<file path="src/rtl/ips2l_pcie_dma_cpld_split_sched.sv">
// ============================================================================
// ips2l_pcie_dma_cpld_split_sched : splits one MRd into MPS-bounded completion
// chunks and sequences them through the BAR-RAM completion read controller.
// Revision 1.0
// ============================================================================
`default_nettype none

module ips2l_pcie_dma_cpld_split_sched (
   input  logic        clk,
   input  logic        rst_n,
   input  logic        i_req_valid,
   output logic        o_req_ready,
   input  logic [63:0] i_req_addr,
   input  logic [9:0]  i_req_length,
   input  logic [7:0]  i_req_tag,
   input  logic [2:0]  i_max_payload,
   output logic        o_rd_en,
   output logic [9:0]  o_rd_length,
   output logic [63:0] o_rd_addr,
   output logic [11:0] o_cpl_byte_count,
   output logic [6:0]  o_cpl_lower_addr,
   output logic [7:0]  o_cpl_tag,
   input  logic        i_gen_tlp_start,
   input  logic        i_last_data,
   output logic        o_busy,
   output logic        o_done
);

   typedef enum logic [2:0] {
      S_IDLE       = 3'd0,
      S_CALC       = 3'd1,
      S_ISSUE      = 3'd2,
      S_WAIT_START = 3'd3,
      S_WAIT_LAST  = 3'd4
   } state_t;

   state_t      r_state;
   state_t      w_state_nxt;

   logic [63:0] r_addr;
   logic [10:0] r_rem_dw;
   logic [10:0] r_mps_dw;
   logic [7:0]  r_tag;
   logic [10:0] r_len;
   logic [63:0] r_rd_addr;
   logic [11:0] r_byte_count;
   logic [6:0]  r_lower_addr;
   logic        r_ready;
   logic        r_rd_en;
   logic        r_done;

   logic        w_accept;
   logic [2:0]  w_mps_code;
   logic [10:0] w_mps_dw;
   logic [10:0] w_offs_dw;
   logic [10:0] w_dist_dw;
   logic [10:0] w_len;
   logic [10:0] w_rem_nxt;
   logic        w_last_hit;

   // r_ready is only set once the state register is IDLE, so it alone qualifies acceptance
   assign w_accept   = i_req_valid & r_ready;
   assign w_mps_code = (i_max_payload > 3'd5) ? 3'd5 : i_max_payload;
   assign w_mps_dw   = 11'd32 << w_mps_code;
   assign w_offs_dw  = {1'b0, r_addr[11:2]} & (r_mps_dw - 11'd1);
   assign w_dist_dw  = r_mps_dw - w_offs_dw;
   assign w_len      = (r_rem_dw < w_dist_dw) ? r_rem_dw : w_dist_dw;
   assign w_rem_nxt  = r_rem_dw - r_len;
   assign w_last_hit = (r_state == S_WAIT_LAST) & i_last_data;

   always_comb begin
      w_state_nxt = r_state;
      case (r_state)
         S_IDLE:       if (w_accept) w_state_nxt = S_CALC;
         S_CALC:       w_state_nxt = S_ISSUE;
         S_ISSUE:      w_state_nxt = S_WAIT_START;
         S_WAIT_START: if (i_gen_tlp_start) w_state_nxt = S_WAIT_LAST;
         S_WAIT_LAST:  if (i_last_data) w_state_nxt = (w_rem_nxt == 11'd0) ? S_IDLE : S_CALC;
         default:      w_state_nxt = S_IDLE;
      endcase
   end

   always_ff @(posedge clk or negedge rst_n) begin
      if (!rst_n) begin
         r_state <= S_IDLE;
         r_ready <= 1'b0;
         r_rd_en <= 1'b0;
         r_done  <= 1'b0;
      end else begin
         r_state <= w_state_nxt;
         r_ready <= (w_state_nxt == S_IDLE);
         r_rd_en <= (r_state == S_CALC);
         r_done  <= w_last_hit & (w_rem_nxt == 11'd0);
      end
   end

   always_ff @(posedge clk or negedge rst_n) begin
      if (!rst_n) begin
         r_addr       <= 64'd0;
         r_rem_dw     <= 11'd0;
         r_mps_dw     <= 11'd0;
         r_tag        <= 8'd0;
         r_len        <= 11'd0;
         r_rd_addr    <= 64'd0;
         r_byte_count <= 12'd0;
         r_lower_addr <= 7'd0;
      end else begin
         if ((r_state == S_IDLE) && w_accept) begin
            r_addr   <= i_req_addr & ~64'd3;
            r_rem_dw <= (i_req_length == 10'd0) ? 11'd1024 : {1'b0, i_req_length};
            r_tag    <= i_req_tag;
            r_mps_dw <= w_mps_dw;
         end
         if (r_state == S_CALC) begin
            r_len        <= w_len;
            r_rd_addr    <= r_addr;
            // 1024 DW remaining truncates to 0, the encoding for 4096 bytes
            r_byte_count <= {r_rem_dw[9:0], 2'b00};
            r_lower_addr <= r_addr[6:0];
         end
         if (w_last_hit) begin
            r_addr   <= r_addr + {51'd0, r_len, 2'b00};
            r_rem_dw <= w_rem_nxt;
         end
      end
   end

   assign o_req_ready      = r_ready;
   assign o_rd_en          = r_rd_en;
   assign o_rd_length      = r_len[9:0];
   assign o_rd_addr        = r_rd_addr;
   assign o_cpl_byte_count = r_byte_count;
   assign o_cpl_lower_addr = r_lower_addr;
   assign o_cpl_tag        = r_tag;
   assign o_busy           = (r_state != S_IDLE);
   assign o_done           = r_done;

endmodule

`default_nettype wire

</file>
<file path="config.mk">
export PLATFORM = sky130hd
export DESIGN_NAME = ips2l_pcie_dma_cpld_split_sched
export DESIGN_NICKNAME = d
export VERILOG_FILES = /design/src/rtl/ips2l_pcie_dma_cpld_split_sched.sv
export SDC_FILE = /design/constraint.sdc
export NUM_CORES = 1
export LEC_CHECK = 0
export ABC_CLOCK_PERIOD_IN_PS = 4400
export CORE_MARGIN = 2
export CORE_UTILIZATION = 26
export CTS_CLUSTER_SIZE = 8
export DETAILED_ROUTE_END_ITERATION = 10
export SKIP_LAST_GASP = 1
export SYNTH_ARGS = -nofsm -noshare
export SYNTH_HDL_FRONTEND = slang
export SYNTH_SLANG_ARGS = --single-unit
</file>
<file path="constraint.sdc">
create_clock -name clk -period 4.4 [get_ports clk]
set_input_delay 0.44 -clock clk [delete_from_list [all_inputs] [get_ports clk]]
set_output_delay 0.44 -clock clk [all_outputs]
set_load 0.1 [all_outputs]
</file>
After elaboration in Yosys (flattened, before gate mapping). Cells that the tools add are included.

Reductions and logical operators: 7. Shifts and indexed selects: 1. $add $sub $neg: 4. Bitwise gates (word level): 4. Multiplexer cells: 12. Equal/unequal tests: 4. $lt $le $gt $ge: 2.

Operators by type and width (count): $mux 64 (2); $add 64x13->64 (1); $mux 11 (4); $sub 11x11->11 (2); $pmux 3 s5 (1); $mux 3 (4); $and 10x11->11 (1); $logic_not 11->1 (1); $lt 11x11->1 (1); $shl 6x3->11 const A (1); $sub 11x1->11 const B (1); $logic_not 10->1 (1); $eq 3x2->1 const B (2); $logic_not 3->1 (2); $and 1x1->1 (3); $eq 3x1->1 const B (1); $eq 3x3->1 const B (1); $gt 3x3->1 const B (1); $reduce_bool 3->1 (1); $reduce_bool 2->1 (1); $logic_and 1x1->1 (1); $mux 1 (1).

Flip-flop bits (word level): 192. Input bits: 90. Output and inout port bits: 105.

Logic depth before layout (Yosys ltp).
Depth after elaboration: 6. Mapped depth: 17.

Least setup slack after synthesis. Ideal clock, no wire load.

Path kind: register to register. Start: reg r_mps_dw[5]. End: reg r_len[7]. Data required time: 4.267 ns. Library setup time: 0.133 ns. Clock period less this slack: 3.821 ns. Path buffers: 1. Data arrival time: 3.688 ns. Cell stages (with the launch flop): 16. Setup slack: 0.579 ns. Cells stage by stage: dfrtp_1 inv_1 ha_1 nand2b_1 a2111oi_1 o21ai_0 a21boi_0 xor2_1 ha_1 a21o_1 a221o_1 a31oi_1 buf_2 nor2_1 a211oi_1 a21oi_1.

Word-level cells in the longest chain between the ends: 5.

Ends and longest elaborated chain: start, declared (line 42) `logic [10:0] r_mps_dw;`; start signal, assigned (line 112) `r_mps_dw <= w_mps_dw;`; $sub 11x1->11 (line 65) `assign w_offs_dw = {1'b0, r_addr[11:2]} & (r_mps_dw - 11'd1);`; $and 10x11->11 (line 65); $sub 11x11->11 * (line 66) `assign w_dist_dw = r_mps_dw - w_offs_dw;`; $lt 11x11->1 (line 67) `assign w_len = (r_rem_dw < w_dist_dw) ? r_rem_dw : w_dist_dw;`; $mux 11 * (line 67); end signal, assigned (line 115) `r_len <= w_len;`; end, declared (line 44) `logic [10:0] r_len;`.

Every way passes the cells marked *; elsewhere a longest branch is shown, timed or not. A chain may end at the register's enable or synchronous reset.

Final worst setup path.
Start: reg r_mps_dw[5]. End: reg r_len[10].

Same word-level chain as after synthesis.

==> flow_summary_export.csv <==
group,metric,value,unit
synth,synth_seq_cells,176,
synth,yosysSeqAreaShare,45.1,%
layout,area_growth,28.3,%
route,routed_via_density,5.06,
route,drt_iter0_drc,597,
floorplanning,die-area,39100,µm²
timing,slew_violations,0,
worst_setup_path,r2r_start,"r_mps_dw[5]$_DFFE_PN0P_",
route,dr.pass1.iters,4,
layout,nNetsFinal,1388,
worst_setup_path,startpoint_type,"register",
place,dp_hpwl,23100,µm
grt,grt_max_degree,79,
route,wl_met3,1700,µm
route,drcViolationCount,0,
route,drt-met1-wl,15300,µm
timing,setup_viol,0,
grt,grt_use_total,16.9,%
floorplanning,die_x,198,µm
synth,synth_top_family_by_area,"simple AND/OR/NAND/NOR gates",
worst_setup_path,crit_path_max_fanout,17,
synth,synthTopCellsByArea,"dfrtp_1 (45%), nand2_1 (11%), ha_1 (4.4%)",
outcome,status,"complete, no violations",
synth,synth_edf_count,0,
timing,rsz0062_at_grt,"no",
floorplanning,die_y,198,µm
run,cap_violations,0,
worst_setup_path,crit_top_cell,"ha_1",
timing,slew_headroom,24.3,%
floorplanning,core-area,36800,µm²
synth,synth_compound_area_share,17.7,%
worst_setup_path,regToRegSetupSlack,520,ps
timing,fmax,0.258,GHz
clock_tree,hold_buffers,0,
route,drt-total-wl,32600,µm
synth,yosys.area.top_type_share,45.1,%
route,wl_per_cell,18.7,µm
synth,synth-xor-area-share,2.06,%
worst_setup_path,reg2reg_depth,14,
floorplanning,ios,195,
clock_tree,clock_latency,450,ps
grt,overflow,0,
clock_tree,clk_path_buf_depth,2,
place,globalplace.congestion,0.847,
clock_tree,cts_sinks,176,
synth,ys.flop_type,"dfrtp_1",
grt,grt_pass1_wl,50700,µm
synth,synth_top_cell_by_area,"dfrtp_1",
synth,synth-simple-area-share,23.5,%
worst_setup_path,cp.arrival,4260,ps
worst_setup_path,regToRegEndpoint,"r_len[10]$_DFFE_PN0P_",
worst_setup_path,crit_path_end_kind,"register",
route,vias,8835,
synth,synthArstFlopShare,100,%
synth,yosys_warnings,0,
worst_setup_path,worstPathRequired,4780,ps
layout,final_common_cell,"nand2_1",
timing,hold_violations,0,
clock_tree,cts_setup_buffers,0,
timing,period_needed,3880,ps
worst_setup_path,crit_chain,"inv_1 > ha_1 > nand2b_1 > a2111oi_2 > o21ai_0 > a21boi_0 > xor2_1 > ha_1 > a21o_1 > a221o_1 > a31oi_1 > buf_4 > mux2_2 > o21ai_1",
route,met2_length,15000,µm
clock_tree,cts.root.buffer_cell,"clkbuf_16",
layout,drive_above_1_share,5.96,%
floorplanning,start_util,26.5,%
synth,synthMuxAreaShare,1.17,%
synth,synth.distinct_cells,83,
clock_tree,numCtsBuffers,17,
timing,finalClockSkew,14.9,ps
grt,grt_antenna_before_repair,2,
timing,worstMarginPinSlew,1130,ps
synth,yosys.area_share.adder,4.77,%
clock_tree,cts_max_level,4,
synth,netlist_area,9760,µm²
timing,fin_crit_sh,88.1,%
route,routed.top_layer,"met4",
worst_setup_path,path_class,"reg -> reg",
synth,syn_inst,1112,
floorplanning,num_rows,70,
timing,tns,0,ps
worst_setup_path,worst_path_largest_cell_delay,460,ps
worst_hold_path,hold_path_class,"in -> async",
clock_tree,clk_pin_slew,80,ps
grt,grt_pass1_vias,8768,
clock_tree,cts_tree,"built",
place,io_buffers,186,
synth,syn_avg_cell_area,8.78,µm²
route,antenna_left,0,
worst_setup_path,cp_slowest_cell,"a2111oi_2",
layout,final_cell_mix,"nand2_1 (289), clkdlybuf4s50_1 (185), dfrtp_1 (176)",
## final cells by class
type                       count  area (µm²)
clock buffer                  17         425
fill                        3917       24300
clock inverter                15         128
inverter                      37         139
timing repair buffer         202        2000
tap                          468         586
multi-input combinational    828        4850
sequential                   176        4400
antenna                        2        5.00
## cell families after synthesis
family / after synthesis
and+or+nand+nor: 502
AOI/OAI and AO/OA: 250
DFF: 176
buffers and inverters: 113
adders and majority gates: 36
xor gates and xnor gates: 23
muxes: 11
other: 1
## metrics by stage
stage,util [%],setup slack (ps),area [µm²],hold slack [ps],std cells
4_1_cts,34.0,425,12500,25.1,1743
2_1_floorplan,-,579,9780,144,1117
6_report,34.1,524,12500,4.08,1745
3_5_place_dp,32.5,460,12000,462,1711
5_1_grt,34.0,155,12500,54.9,1743
3_3_place_gp,32.5,463,12000,458,1711
## sequential cells by signal, summed over array words and instances (netlist names)
| signal | count |
|---|---|
| r_len | 11 |
| r_state | 3 |
| r_addr | 62 |
| o_cpl_tag | 8 |
| o_done | 1 |
| r_rem_dw | 11 |
| o_rd_addr | 62 |
| o_req_ready | 1 |
| o_rd_en | 1 |
| r_mps_dw | 6 |
| o_cpl_byte_count | 10 |
## routing by layer
layer,vias to the layer above,track usage [%]
li1,4241,-
met1,4320,22.9
met2,243,27.1
met3,31,3.78
met4,0,5.01
met5,-,0
## cells in the mapped netlist (5+ instances only)
cell type	instances
o211ai_1	10
and4_1	5
o22ai_1	14
buf_2	5
buf_4	22
and2_1	6
and3_1	24
inv_1	37
a21oi_1	32
buf_1	5
mux2i_1	8
nand2b_1	9
a22oi_1	16
a21o_1	9
o21ai_0	61
a31oi_1	8
a311oi_1	9
nand4_1	11
nor4_1	5
o311ai_0	22
nand3_1	32
or4_1	7
nor2_1	63
nor3_1	19
xnor2_1	13
xor2_1	10
or3_1	6
nor3b_1	5
nand2_1	289
clkbuf_1	37
a211oi_1	17
ha_1	34
dfrtp_1	176
## repair_timing
item / CTS / global route
endpoints found under the setup margin: 0 / 1
hold endpoints to repair: 0 / 0
resized for setup: 0 / 1
## worst max-delay path by stage
stage	startpoint	end	slack (ps)	depth (start not counted)
5_1_grt	r_mps_dw[5]$_DFFE_PN0P_	r_len[10]$_DFFE_PN0P_	150	14
4_1_cts	r_mps_dw[5]$_DFFE_PN0P_	r_len[10]$_DFFE_PN0P_	420	14
3_5_place_dp	r_mps_dw[5]$_DFFE_PN0P_	r_len[10]$_DFFE_PN0P_	460	14
3_3_place_gp	r_mps_dw[5]$_DFFE_PN0P_	r_len[10]$_DFFE_PN0P_	460	14
6_report	r_mps_dw[5]$_DFFE_PN0P_	r_len[10]$_DFFE_PN0P_	520	14
2_1_floorplan	r_mps_dw[5]$_DFFE_PN0P_	r_len[7]$_DFFE_PN0P_	580	15
## worst max-delay path: cells and delay by family, from the launching register on
kind	cells	cell delay [ps]
AOI/OAI and AO/OA	7	1590
xor gates and xnor gates	1	250
adders and majority gates	2	610
buffers and inverters	2	380
DFF	1	450
muxes	1	360
and+or+nand+nor	1	170
Power is not shown: default switching activity piles up to over one toggle a cycle in this logic, so the estimate is an artifact.
